File: config.mk
export PLATFORM = sky130hd
export DESIGN_NAME = instr_mem_loader
export DESIGN_NICKNAME = d
export VERILOG_FILES = /design/src/rtl/instr_mem_loader.sv
export SDC_FILE = /design/constraint.sdc
export NUM_CORES = 1
export LEC_CHECK = 0
export ABC_AREA = 1
export BUFFER_PORTS_ARGS = -buffer_cell sky130_fd_sc_hd__buf_2
export CELL_PAD_IN_SITES_DETAIL_PLACEMENT = 1
export CELL_PAD_IN_SITES_GLOBAL_PLACEMENT = 1
export CORE_MARGIN = 10
export CORE_UTILIZATION = 41
export DETAILED_ROUTE_END_ITERATION = 8
export GPL_TIMING_DRIVEN = 0
export MAX_ROUTING_LAYER = met4
export PLACE_DENSITY_LB_ADDON = 0.12
export REMOVE_ABC_BUFFERS = 1
export SLEW_MARGIN = 20
export SYNTH_ARGS = -nofsm -noshare
export SYNTH_HDL_FRONTEND = slang
export SYNTH_SLANG_ARGS = --single-unit
File: constraint.sdc
create_clock -name clk -period 2.7 [get_ports clk]
set_clock_uncertainty 0.15 [all_clocks]
set_input_delay 0.135 -clock clk [delete_from_list [all_inputs] [get_ports clk]]
set_output_delay 0.135 -clock clk [all_outputs]
set_load 0.01 [all_outputs]
File: src/rtl/instr_mem_loader.sv
// Instruction memory loader: assembles a little-endian byte stream into 32-bit
// words, writes them to instruction memory and holds the CPU while loading.
module instr_mem_loader #(
  parameter int unsigned DEPTH  = 64,
  parameter int unsigned ADDR_W = 6
) (
  input  logic              clk,
  input  logic              rst_n,
  input  logic              start_i,
  input  logic [ADDR_W:0]   word_count_i,
  input  logic              byte_valid_i,
  input  logic [7:0]        byte_data_i,
  output logic              byte_ready_o,
  output logic              mem_wr_en_o,
  output logic [ADDR_W-1:0] mem_wr_addr_o,
  output logic [31:0]       mem_wr_data_o,
  output logic              cpu_hold_o,
  output logic              busy_o,
  output logic              done_o,
  output logic              err_o,
  output logic [7:0]        checksum_o
);

  localparam int unsigned CntW  = ADDR_W + 1;
  localparam int unsigned WordW = 32;
  localparam int unsigned ByteW = 8;

  typedef enum logic [1:0] {
    IDLE    = 2'd0,
    COLLECT = 2'd1,
    WRITE   = 2'd2,
    DONE    = 2'd3
  } stateT;

  stateT state;
  stateT nextState;

  logic [ADDR_W-1:0] wordIdx,   wordIdxN;
  logic [1:0]        byteCnt,   byteCntN;
  logic [WordW-1:0]  wordBuf,   wordBufN;
  logic [CntW-1:0]   wordCount, wordCountN;
  logic [ByteW-1:0]  checksumN;
  logic [ADDR_W-1:0] memWrAddrN;
  logic [WordW-1:0]  memWrDataN;
  logic              errN;
  logic              byteReadyN;
  logic              memWrEnN;
  logic              cpuHoldN;
  logic              busyN;
  logic              doneN;

  logic byteAccept;
  logic legalCount;
  logic lastWord;

  assign byteAccept = byte_valid_i && byte_ready_o;
  assign legalCount = (word_count_i != '0) && (word_count_i <= CntW'(DEPTH));
  assign lastWord   = ({1'b0, wordIdx} == (wordCount - CntW'(1)));

  // State, datapath and registered outputs
  always_ff @(posedge clk) begin
    if (!rst_n) begin
      state         <= IDLE;
      wordIdx       <= '0;
      byteCnt       <= '0;
      wordBuf       <= '0;
      wordCount     <= '0;
      checksum_o    <= '0;
      mem_wr_addr_o <= '0;
      mem_wr_data_o <= '0;
      err_o         <= 1'b0;
      byte_ready_o  <= 1'b0;
      mem_wr_en_o   <= 1'b0;
      cpu_hold_o    <= 1'b0;
      busy_o        <= 1'b0;
      done_o        <= 1'b0;
    end else begin
      state         <= nextState;
      wordIdx       <= wordIdxN;
      byteCnt       <= byteCntN;
      wordBuf       <= wordBufN;
      wordCount     <= wordCountN;
      checksum_o    <= checksumN;
      mem_wr_addr_o <= memWrAddrN;
      mem_wr_data_o <= memWrDataN;
      err_o         <= errN;
      byte_ready_o  <= byteReadyN;
      mem_wr_en_o   <= memWrEnN;
      cpu_hold_o    <= cpuHoldN;
      busy_o        <= busyN;
      done_o        <= doneN;
    end
  end

  // Next-state logic
  always_comb begin
    nextState = state;
    unique case (state)
      IDLE:    if (start_i && legalCount) nextState = COLLECT;
      COLLECT: if (byteAccept && (byteCnt == 2'd3)) nextState = WRITE;
      WRITE:   nextState = lastWord ? DONE : COLLECT;
      DONE:    nextState = IDLE;
      default: nextState = IDLE;
    endcase
  end

  // Datapath updates and next values of the registered outputs
  always_comb begin
    wordIdxN   = wordIdx;
    byteCntN   = byteCnt;
    wordBufN   = wordBuf;
    wordCountN = wordCount;
    checksumN  = checksum_o;
    memWrAddrN = mem_wr_addr_o;
    memWrDataN = mem_wr_data_o;
    errN       = err_o;

    unique case (state)
      IDLE: begin
        if (start_i && legalCount) begin
          wordIdxN   = '0;
          byteCntN   = '0;
          checksumN  = '0;
          errN       = 1'b0;
          wordCountN = word_count_i;
        end else if (start_i) begin
          errN = 1'b1;
        end
      end
      COLLECT: begin
        if (byteAccept) begin
          wordBufN[{byteCnt, 3'b000} +: ByteW] = byte_data_i;
          checksumN = checksum_o ^ byte_data_i;
          byteCntN  = byteCnt + 2'd1;
        end
      end
      WRITE: begin
        if (!lastWord) wordIdxN = wordIdx + ADDR_W'(1);
      end
      default: ;
    endcase

    // Write address/data are loaded only on entry to WRITE so they hold otherwise
    if ((state == COLLECT) && (nextState == WRITE)) begin
      memWrAddrN = wordIdx;
      memWrDataN = wordBufN;
    end

    byteReadyN = (nextState == COLLECT);
    memWrEnN   = (nextState == WRITE);
    doneN      = (nextState == DONE);
    busyN      = (nextState != IDLE);
    cpuHoldN   = (nextState != IDLE);
  end

endmodule

==> run summary, run 1 <==
The worst setup path is launched from a register. TritonCTS built the clock tree. The largest fanout on the critical path is 11.

The share of total power in combinational logic came out at 0.103. The antenna cell count came out at 0. The non-filler instance count after layout came out at 759. The power per cell area came out at 511 mW/mm^2. The die is 122 microns tall. Entering global routing, the biggest net connects 76 pins. The sequential share of power is 0.550.

The minimum setup slack after placement is -43.6 ps. Max-cap violations in this run came to 0. The tree is rooted in a clkbuf_8.

The number of inserted filler cells in the final layout came out at 1295. The worst path setup slack after routing is 262 ps. The most common cell in the synthesized netlist is dfxtp_1. Setup violations remaining at the end of the flow were counted as 0.

The switching share of power came out at 0.271. The initial utilization of the core area, before any placement, comes to 0.419. The max-slew headroom at the worst pin came out at 0.587.

By count the netlist is led by dfxtp_1, nor2_1, nand2_1. For this run, the number of Yosys warnings is 0. The worst vdd rail ir drop is 0.000290 V. In this run the worst hold path is classified as in2reg. For this run, the top clock speed supported by timing is 0.410 GHz. The worst setup path is captured at a register. Setup repair after global routing left no endpoint under its margin. The global router's overall resource usage came out at 0.166. Clock-pin slew was measured on the worst setup and hold paths at 90 ps. The compound-gate portion of the synthesized area is 0.194. The part of the Yosys area used for sequential elements is 0.433. The number of antenna violations at the first check in global routing was 0. The via count of the first global-routing pass is 3935.

The total setup buffers inserted after CTS came out at 0. The share of synthesized area in the top cell type comes to 0.433. The cell-internal power is 1.87 mW. The post-layout net count is 644. The number of standard-cell rows in the floorplan came out at 37. Clock tree synthesis found a total of 93 sinks. The final max-slew violation count is 0.

Among all flip-flop cells after synthesis, the most frequent one is dfxtp_1. The clock network power share came out at 0.347. The core region is 0.0103 sq mm. In the final routed layout, each cell accounts on average for 15.1 microns. The share of synthesized cell area in full adder, half adder and majority cells is 0.0204. The first-pass GRT wire length came out at 19.4 mm. The via density per instance is 4.97. After global routing the overflow that remains totals 0. The first detailed-routing pass ran for 4 iterations. The final period utilization came out at 0.903.

In this run the number of H-tree levels came out at 3. The portion of netlist area occupied by mux cells came out at 0. By area, the combinational part of the netlist is dominated by simple AND/OR/NAND/NOR gates.

The static power due to leakage is 2.20 nW. The synthesized netlist cell count is 545. The via count of the routed design came out at 3774. The floorplan step set the die width to 122 microns.

For the worst setup path, the data required time is 2860 ps. Ranked by total cell area, the synthesized netlist is headed by dfxtp_1, nor2_1, nand2_1. The worst path in the final design needs a cycle of 2440 ps, including I/O delays and setup. The violation count after the first detailed-routing iteration is 124. The area of the mapped netlist is 0.00430 sq mm. The share of the synthesized netlist area taken by xor and xnor gates is 0.0122. The placed wire-length estimate is 8.14 mm. The count of unique library cells instantiated by Yosys came out at 39. The flow ran to the end, and the final reports show no timing, DRC or antenna violations. The core occupancy in the finished layout came out at 0.487. The DRC violations left is 0. For this design the top-level I/O count stands at 71. The setup path with the least slack is of type reg2reg. The final instance area is 0.00501 sq mm. The global placement routability congestion is 0.870. The routed wire length came out at 11.5 mm. The area after detailed placement is 0.00465 sq mm. Of the total synthesized cell area, the portion taken by AND, OR, NAND and NOR gates is 0.230.

In the final layout, the share of cells above drive strength 1 is 0.213. The source-to-sink clock delay at the later pin of the worst-skew pair came out at 390 ps. The fraction of registers with async set/reset came out at 0. Synthesis inferred 93 register bits. A synthesized cell averages 7.89 sq um. The slew at the pin closest to its max-slew limit came out at 620 ps. The number of enable flip-flop cells after synthesis is 0. In this run, placement finished with an instance count of 727.

The largest total area in the synthesized netlist belongs to dfxtp_1. The final-report hold violation count is 0. The maximum count of clock buffers along a single path came out at 2. The area of the die is 0.0150 sq mm. The critical path arrival is 2600 ps. From synthesis to final layout, the design area changed by 16.4%. The post-detailed-route count of antenna-violating nets came out at 0. In this run the power spent charging and discharging nets is 694 uW. The count of buffers from port buffering came out at 70. The TritonCTS buffer count came out at 9.

The total power came out at 2.56 mW.
-- sequential cells by signal, summed over array words and instances, names as in the netlist, 2 cells and up --
signal and cells:
wordBuf 25, wordIdx 6, checksum_o 8, mem_wr_addr_o 6, mem_wr_data_o 32, byteCnt 2
wordCount 7, state 2
-- stage by stage --
step / setup TNS, ps / hold WS [ps]
after CTS: 0 / 27.9
after global placement: -15970 / 283
final: 0 / 58.6
after global routing: 0 / 118
after detailed placement: -55.1 / 302
after floorplan: 0 / 105
-- kinds of logic (layout without fill, tap and decap cells) --
group	Yosys count	after routing
and+or+nand+nor	216	216
DFF	93	93
AOI/OAI and AO/OA	125	125
xor gates and xnor gates	6	6
buffers and inverters	98	176
adders and majority gates	7	7
-- per-layer routing --
metal	track usage	part of all wire	up-vias	routed length, microns
met3	0.0478	0.045	11	516
met2	0.272	0.49	58	5630
li1	-	-	1905	-
met4	0.0604	0.017	0	200
met1	0.189	0.45	1800	5130
met5	-	0	-	0
-- final timing paths --
check / start / to / slack (ps) / depth (start not counted)
setup / recovery: byteCnt[0]$_SDFFE_PN0P_ / mem_wr_data_o[4]$_SDFFE_PN0P_ / 260 / 8
hold / removal: start_i / err_o$_SDFFE_PN0P_ / 60 / 5
hold reg to reg: wordCount[6]$_SDFFE_PN0P_ / wordCount[6]$_SDFFE_PN0P_ / 330 / 2
setup reg to reg: byteCnt[0]$_SDFFE_PN0P_ / mem_wr_data_o[4]$_SDFFE_PN0P_ / 260 / 8
-- power groups by stage --
stage	Combinational [mW]	Sequential [mW]	Clock (mW)
2_1_floorplan	0.154	1.44	0
3_3_place_gp	0.236	1.44	0
3_5_place_dp	0.248	1.44	0
4_1_cts	0.266	1.41	0.914
5_1_grt	0.300	1.41	0.978
6_report	0.263	1.41	0.889
-- final cells by class --
cell class | count | area, sq um | share of cell area
Sequential cell | 93 | 1860 | 0.372
Inverter | 73 | 283 | 0.0565
Timing Repair Buffer | 87 | 541 | 0.108
Multi-Input combinational cell | 354 | 1970 | 0.394
Tap cell | 136 | 170 | 0.0340
Clock buffer | 13 | 159 | 0.0317
Clock inverter | 3 | 20.0 | 0.00400
-- critical path, stage by stage (launching register included) --
cell	delay (ps)
dfxtp_2	470
inv_2	140
ha_1	430
inv_1	120
nand3_1	260
o21ai_0	380
o21a_1	190
inv_1	60
a211oi_2	160
-- cells in the final DEF, fill, tap and decap left out, types with 2 or more instances in the layout --
cell type and instances:
dfxtp_1 92, nor2_1 85, nand2_1 74, buf_2 70
inv_1 65, o21ai_0 47, a21oi_1 27, nand3_1 20
o21a_1 18, a211oi_2 18, dlygate4sd3_1 15, clkbuf_8 11
nor3_1 10, and3_1 7, ha_1 7, inv_2 6
o211ai_1 6, nor2_4 4, o21ai_1 4, nand2_2 3
xnor2_1 3, xor2_1 3, a21oi_2 3, nor2_8 2
clkinv_2 2, nand3b_1 2, nor2_2 2, nand2_4 2
clkbuf_1 2, clkinvlp_4 2, buf_12 2
-- repair_timing --
item | 4_1_cts | 5_1_grt
endpoints found under the setup margin | 2 | 19
hold buffers | 15 | 0
endpoints found under the hold margin | 18 | 0
resized for setup | 1 | 2
Power figures use the tool's default switching activity.
==> run 2: changes to the inputs <==
Settings changed: CELL_PAD_IN_SITES_DETAIL_PLACEMENT 1 to 0, CELL_PAD_IN_SITES_GLOBAL_PLACEMENT 1 to 2, CORE_UTILIZATION 41 to 32, GPL_ROUTABILITY_DRIVEN set to 1, GPL_TIMING_DRIVEN 0 to unset.
==> run summary, run 2 (synthesized netlist as in run 1, its figures left out) <==
Outcome: complete, no violations (unchanged). The detail-routed net length per standard cell is 14.2 microns (was 15.1 microns). The type of the setup path with the least slack was in2reg (was reg2reg). The chip height came out at 136 microns (was 122 microns). The via count of the routed design is 3662 (was 3774). The maximum count of clock buffers along a single path came out at 2 (unchanged). The max-slew headroom at the worst pin is 0.533 (was 0.587). Biggest registers after layout: mem_wr_data_o (32), wordBuf (25), checksum_o (8) (unchanged). The clock tree from TritonCTS is done (unchanged). The reg-to-reg critical path endpoint was mem_wr_data_o[22]$_SDFFE_PN0P_ (was mem_wr_data_o[4]$_SDFFE_PN0P_). The max-cap check violation count is 0 (unchanged). The master cell of the clock root buffer is clkbuf_16 (was clkbuf_8). The power per cell area came out at 564 mW/mm^2 (was 511 mW/mm^2). Setup repair after global routing missed its margin: no (unchanged). The leading cell type in the layout, fill and taps excluded was dfxtp_1 (unchanged). The cell family contributing the most delay on the critical path was simple AND/OR/NAND/NOR gates (was compound AO/OA/AOI/OAI gates).

The number of antenna violations at the first check in global routing is 0 (unchanged). The critical path arrival is 2240 ps (was 2600 ps). The I/O pin count is 71 (unchanged). The final period utilization came out at 0.805 (was 0.903). The clock sink total is 93 (unchanged). The non-filler instance count after layout came out at 800 (was 759). The minimum setup slack after placement is 588 ps (was -43.6 ps). The final max-slew violation count came out at 0 (unchanged). The clock input transition at the sequential cells of the worst setup and hold paths is 70 ps (was 90 ps). The placed wire-length estimate came out at 8.36 mm (was 8.14 mm). The standard cell core area came out at 0.0132 sq mm (was 0.0103 sq mm). The routed wire length came out at 11.4 mm (was 11.5 mm). The largest net degree at the start of global routing came out at 53 (was 76). The global placement routability congestion is 0.836 (was 0.870). The share of post-route cells with drive strength above 1 is 0.215 (was 0.213). CP cell instances: dlygate4sd3_1 -> buf_2 -> nor2_1 -> nand3_1 -> nand2_1 -> nand3_1 -> nand2_1 -> inv_1 -> o21ai_0 -> a21oi_1 (was inv_2 -> ha_1 -> inv_1 -> nand3_1 -> o21ai_0 -> o21a_1 -> inv_1 -> a211oi_2).

The TritonCTS buffer count is 9 (unchanged). The required time reported for the critical path endpoint came to 2770 ps (was 2860 ps). The startpoint kind of the worst setup timing path is an input port (was register). The hold-critical path depth is 3 (was 5). The number of inserted filler cells in the final layout came out at 1413 (was 1295). The first-pass GRT wire length is 18.8 mm (was 19.4 mm). The final global-route overflow total is 0 (unchanged). The worst hold endpoint is wordBuf[27]$_SDFF_PN0_ (was err_o$_SDFFE_PN0P_).

The post-layout net count came to 645 (was 644). The number of cells on the worst reg-to-reg path is 9 (was 8). The cell with the biggest individual delay on the critical path is dlygate4sd3_1 (was dfxtp_2). The largest fanout on the critical path was 17 (was 11). The type of the tightest min-delay check is in2reg (unchanged). The aggregate negative setup slack was 0 ps (unchanged).

The worst vdd rail ir drop came out at 0.000301 V (was 0.000290 V). The endpoint type of the worst setup path was a register (unchanged). The effective utilization at floorplan is 0.326 (was 0.419). The register with the most flip-flops was mem_wr_data_o (unchanged).

The DRC violations left is 0 (unchanged). The total setup buffers inserted after CTS came out at 0 (unchanged). The global router's overall resource usage is 0.131 (was 0.166). The number of setup violations in the final report came out at 0 (unchanged).

The count of placed standard cells including taps came out at 772 (was 727). The count of buffers from port buffering came out at 70 (unchanged). The via count of the first global-routing pass came out at 3587 (was 3935). The final instance area is 0.00514 sq mm (was 0.00501 sq mm).

The flip-flop count of the largest register, all copies and words added is 32 (unchanged). The final worst hold slack is 10.8 ps (was 58.6 ps). The setup slack on the worst flop-to-flop path came out at 570 ps (was 260 ps). The hold path startpoint was byte_data_i[3] (was start_i). The violation count after the first detailed-routing iteration came out at 170 (was 124). The worst reg2reg path startpoint is byteCnt[1]$_SDFFE_PN0P_ (was byteCnt[0]$_SDFFE_PN0P_).

The source-to-sink clock delay at the later pin of the worst-skew pair came to 350 ps (was 390 ps). The buffer and inverter count on the worst path came out at 3 (unchanged). The area after detailed placement came out at 0.00474 sq mm (was 0.00465 sq mm). The delay of the slowest cell on the worst path is 530 ps (was 470 ps). The slew at the pin closest to its max-slew limit came to 701 ps (was 620 ps). The post-detailed-route count of antenna-violating nets is 0 (unchanged). The area of the die came out at 0.0185 sq mm (was 0.0150 sq mm). The worst path setup slack after routing was 527 ps (was 262 ps). The via density per instance came out at 4.58 (was 4.97). The maximum achievable frequency is 0.460 GHz (was 0.410 GHz). The width of the die was 136 microns (was 122 microns). The static power due to leakage came to 2.25 nW (was 2.20 nW). The antenna cell count came to 0 (unchanged). The number of standard-cell rows in the floorplan was 42 (was 37). The final-report hold violation count is 0 (unchanged).

Top library cells by usage in the layout, fill and taps aside: dfxtp_1, nor2_1, nand2_1, buf_2, inv_1 (unchanged). The number of iterations in the first detailed-routing pass came out at 4 (unchanged). The total number of H-tree levels is 3 (unchanged). The layout overhead on the synthesized area came out at 19.6% (was 16.4%). The clock period minus final worst setup slack is 2170 ps (was 2440 ps).
## run 2: cell count changes in the layout (fill, tap and decap cells not counted), moves of 2 or more
cell	change
dlygate4sd3_1	-3
clkbuf_8	-9
clkbuf_16	+9
buf_4	+5
clkinv_2	-2
## run 2: layout make-up
cell class              instances  area, sq um  area share
multi-input cells             354         1970       0.382
flip-flops and latches         93         1860       0.362
repair buffers                 88          528       0.103
inverters                      73          282      0.0547
clock buffers                  12          256      0.0499
well taps                     176          220      0.0428
clock inverters                 4         31.3     0.00608
## run 2: stage by stage
stage	total power, mW	util
3_5_place_dp	1.69	0.359
4_1_cts	2.95	0.390
3_3_place_gp	1.69	0.359
6_report	2.90	0.390
5_1_grt	3.04	0.390
2_1_floorplan	1.60	-
## run 2: where the power goes
part | leakage, nW | switching, mW | internal (mW)
Sequential | 0.752 | 0.0163 | 1.39
Clock | 0.131 | 0.553 | 0.679
Combinational | 1.37 | 0.172 | 0.0881
## run 2: worst max path at each step
stage / from / endpoint / slack, ps / depth (start not counted)
after global placement: byteCnt[0]$_SDFFE_PN0P_ / mem_wr_data_o[22]$_SDFFE_PN0P_ / 630 / 9
after detailed placement: byteCnt[0]$_SDFFE_PN0P_ / mem_wr_data_o[3]$_SDFFE_PN0P_ / 590 / 8
after floorplan: byteCnt[0]$_SDFFE_PN0P_ / mem_wr_data_o[15]$_SDFFE_PN0P_ / 630 / 6
final: word_count_i[2] / checksum_o[1]$_SDFFE_PN0P_ / 530 / 10
after CTS: word_count_i[2] / checksum_o[1]$_SDFFE_PN0P_ / 560 / 10
after global routing: word_count_i[2] / checksum_o[1]$_SDFFE_PN0P_ / 360 / 10
## run 2: layer usage
metal / track usage / share of wire / up-vias / wire (microns)
met4: 0.0373 / 0.013 / 0 / 149
met1: 0.162 / 0.49 / 1669 / 5590
met5: - / 0 / - / 0
met2: 0.201 / 0.45 / 72 / 5110
li1: - / - / 1908 / -
met3: 0.0421 / 0.047 / 13 / 536
## run 2: what timing repair did
action,in CTS,in global routing
hold endpoints to repair,12,0
gates resized for setup,0,0
hold buffers,12,0
## run 2: worst register-to-register path: stages (launching register included)
cell and delay (ps):
dfxtp_1 370, inv_1 100, ha_1 420, inv_1 90, nor2_1 170, nand2_1 200, o21ai_0 210, o21a_1 150
inv_1 50, a211oi_2 150
==> run 3: changes to the inputs <==
Clock period 2.7 ns to 2.1 ns, I/O delays scaled along.
==> run summary, run 3 (synthesized netlist as in run 1, its figures left out) <==
The final-report hold violation count came to 0 (unchanged). The worst path setup slack after routing came out at 167 ps (was 527 ps). The critical path launch point is byteCnt[0]$_SDFFE_PN0P_ (was word_count_i[2]). The share of total power in combinational logic came out at 0.087 (was 0.090). In the finished design, the share of the clock period the worst path needs comes to 0.920.

The standard cell core area is 0.0132 sq mm (unchanged). The clock network power share is 0.463 (was 0.424). The effective utilization at floorplan came to 0.326 (unchanged). The count of buffers from port buffering came to 70 (unchanged).

The switching share of power came to 0.236 (was 0.256). The capturing instance or port of the critical path was mem_wr_data_o[12]$_SDFFE_PN0P_ (was checksum_o[1]$_SDFFE_PN0P_). The TritonCTS buffer count came out at 9 (unchanged). The clock input transition at the sequential cells of the worst setup and hold paths was 70 ps (about the same). The post-detailed-route count of antenna-violating nets is 0 (unchanged). The number of cells on the worst reg-to-reg path came out at 9 (unchanged). The total number of H-tree levels came out at 3 (unchanged).

Outcome: complete, no violations (unchanged). The violation count after the first detailed-routing iteration came to 189 (was 170). The worst reg2reg path startpoint was byteCnt[0]$_SDFFE_PN0P_ (was byteCnt[1]$_SDFFE_PN0P_). The maximum achievable frequency is 0.517 GHz. The global placement routability congestion is 0.805 (was 0.836). The DRC violations left was 0 (unchanged). The clock tree from TritonCTS is done (unchanged).

The core occupancy in the finished layout was 0.403 (was 0.390). The master cell of the clock root buffer is clkbuf_16 (unchanged). The aggregate negative setup slack is 0 ps (unchanged). The net switching power was 952 uW (was 742 uW). The largest fanout on the critical path is 5 (was 17). The power per cell area came out at 759 mW/mm^2 (was 564 mW/mm^2).

The antenna cell count is 0 (unchanged). The reg-to-reg critical path endpoint is mem_wr_data_o[12]$_SDFFE_PN0P_ (was mem_wr_data_o[22]$_SDFFE_PN0P_). The share of post-route cells with drive strength above 1 is 0.231 (was 0.215). The type of the setup path with the least slack is reg2reg (was in2reg). The count of placed standard cells including taps came to 781 (was 772).

The I/O pin count was 71 (unchanged). The global router's overall resource usage came to 0.131 (about the same). The number of antenna violations at the first check in global routing came out at 0 (unchanged).

Top library cells by usage in the layout, fill and taps aside: dfxtp_1, nor2_1, nand2_1, buf_2, inv_1 (unchanged). The slew at the pin closest to its max-slew limit came out at 389 ps (was 701 ps). The critical path arrival is 2050 ps (was 2240 ps).

The maximum count of clock buffers along a single path was 2 (unchanged). The routed wire length came out at 11.3 mm (was 11.4 mm). The endpoint type of the worst setup path is a register (unchanged). The final worst hold slack came out at 40.2 ps (was 10.8 ps).

The clock sink total is 93 (unchanged). Biggest registers after layout: mem_wr_data_o (32), wordBuf (25), checksum_o (8) (unchanged). The leading cell type in the layout, fill and taps excluded was dfxtp_1 (unchanged). The detail-routed net length per standard cell came out at 14.0 microns (was 14.2 microns). The required time reported for the critical path endpoint is 2220 ps (was 2770 ps).

The max-cap check violation count was 0 (unchanged). The via density per instance is 4.54 (was 4.58). The final instance area came out at 0.00532 sq mm (was 0.00514 sq mm). The sequential share of power is 0.450 (was 0.486). The first-pass GRT wire length is 18.9 mm (was 18.8 mm). The type of the tightest min-delay check was in2reg (unchanged). The cell-internal power came out at 3.08 mW (was 2.16 mW).

The number of iterations in the first detailed-routing pass came to 5 (was 4). The layout overhead on the synthesized area came to 23.6% (was 19.6%). The via count of the first global-routing pass is 3650 (was 3587). The total setup buffers inserted after CTS is 0 (unchanged). The area of the die is 0.0185 sq mm (unchanged). The final max-slew violation count came out at 0 (unchanged).

The source-to-sink clock delay at the later pin of the worst-skew pair is 350 ps (about the same). The flip-flop count of the largest register, all copies and words added was 32 (unchanged). The register with the most flip-flops is mem_wr_data_o (unchanged). The number of standard-cell rows in the floorplan came to 42 (unchanged). The minimum setup slack after placement is 31.4 ps (was 588 ps). The worst vdd rail ir drop is 0.000356 V (was 0.000301 V). The static power due to leakage came out at 2.35 nW (was 2.25 nW). The worst path in the final design needs a cycle of 1930 ps, including I/O delays and setup.

The area after detailed placement came out at 0.00480 sq mm (was 0.00474 sq mm). The final global-route overflow total is 0 (unchanged). The width of the die is 136 microns (unchanged).

The total power came out at 4.04 mW (was 2.90 mW). The post-layout net count came out at 658 (was 645). The chip height is 136 microns (unchanged). The number of setup violations in the final report is 0 (unchanged). The startpoint kind of the worst setup timing path was a register (was input port). The via count of the routed design came out at 3689 (was 3662). The largest net degree at the start of global routing came to 35 (was 53). The setup slack on the worst flop-to-flop path came out at 170 ps (was 570 ps).

The multi-input logic area came out at 0.00197 sq mm (about the same). The number of inserted filler cells in the final layout came out at 1392 (was 1413). The non-filler instance count after layout came out at 813 (was 800). The placed wire-length estimate is 8.42 mm (was 8.36 mm). Setup repair after global routing missed its margin: yes (was no). The max-slew headroom at the worst pin came out at 0.740 (was 0.533).

The sequential standard cell area is 0.00186 sq mm (about the same).
==> run 3: worst min-delay path by stage <==
| stage | startpoint | end | slack (ps) | cells past startpoint |
|---|---|---|---|---|
| finish | start_i | err_o$_SDFFE_PN0P_ | 40 | 5 |
| global route | start_i | err_o$_SDFFE_PN0P_ | 60 | 5 |
| CTS | start_i | err_o$_SDFFE_PN0P_ | 30 | 5 |
| detailed placement | word_count_i[1] | wordCount[1]$_SDFFE_PN0P_ | 270 | 3 |
| global placement | word_count_i[1] | wordCount[1]$_SDFFE_PN0P_ | 260 | 3 |
| floorplan | rst_n | wordIdx[0]$_SDFFE_PN0P_ | 80 | 2 |
==> run 3: final cells by class <==
class                   instances  share of cell area
well taps                     176              0.0414
repair buffers                101               0.120
clock buffers                  10              0.0431
inverters                      73              0.0530
clock inverters                 6              0.0210
flip-flops and latches         93               0.351
multi-input cells             354               0.371
==> run 3: per-layer routing <==
layer | part of all wire | global-route usage | vias up
met1 | 0.50 | 0.171 | 1676
met2 | 0.44 | 0.192 | 65
met4 | 0.016 | 0.0497 | 0
met3 | 0.043 | 0.0292 | 14
met5 | 0 | - | -
li1 | - | - | 1934
==> run 3: timing repair <==
| item | 4_1_cts | 5_1_grt |
|---|---|---|
| hold buffers | 16 | 0 |
| hold endpoints to repair | 20 | 0 |
| setup endpoints to repair | 0 | 30 |
| resized for setup | 0 | 10 |
==> run 3: critical path: stages (launching register included) <==
cell      delay (ps)
dfxtp_2          390
inv_2             90
ha_1             300
inv_1             60
nor2_1           170
inv_1            120
o21ai_0          200
o21a_1           150
inv_1             50
a211oi_2         160
==> run 3: power by group through the flow <==
stage          Sequential [mW]  Clock (mW)  Combinational, mW
6_report                  1.81        1.87              0.352
5_1_grt                   1.82        2.00              0.399
3_3_place_gp              1.85           0              0.331
3_5_place_dp              1.85           0              0.329
4_1_cts                   1.81        1.92              0.354
2_1_floorplan             1.86           0              0.197
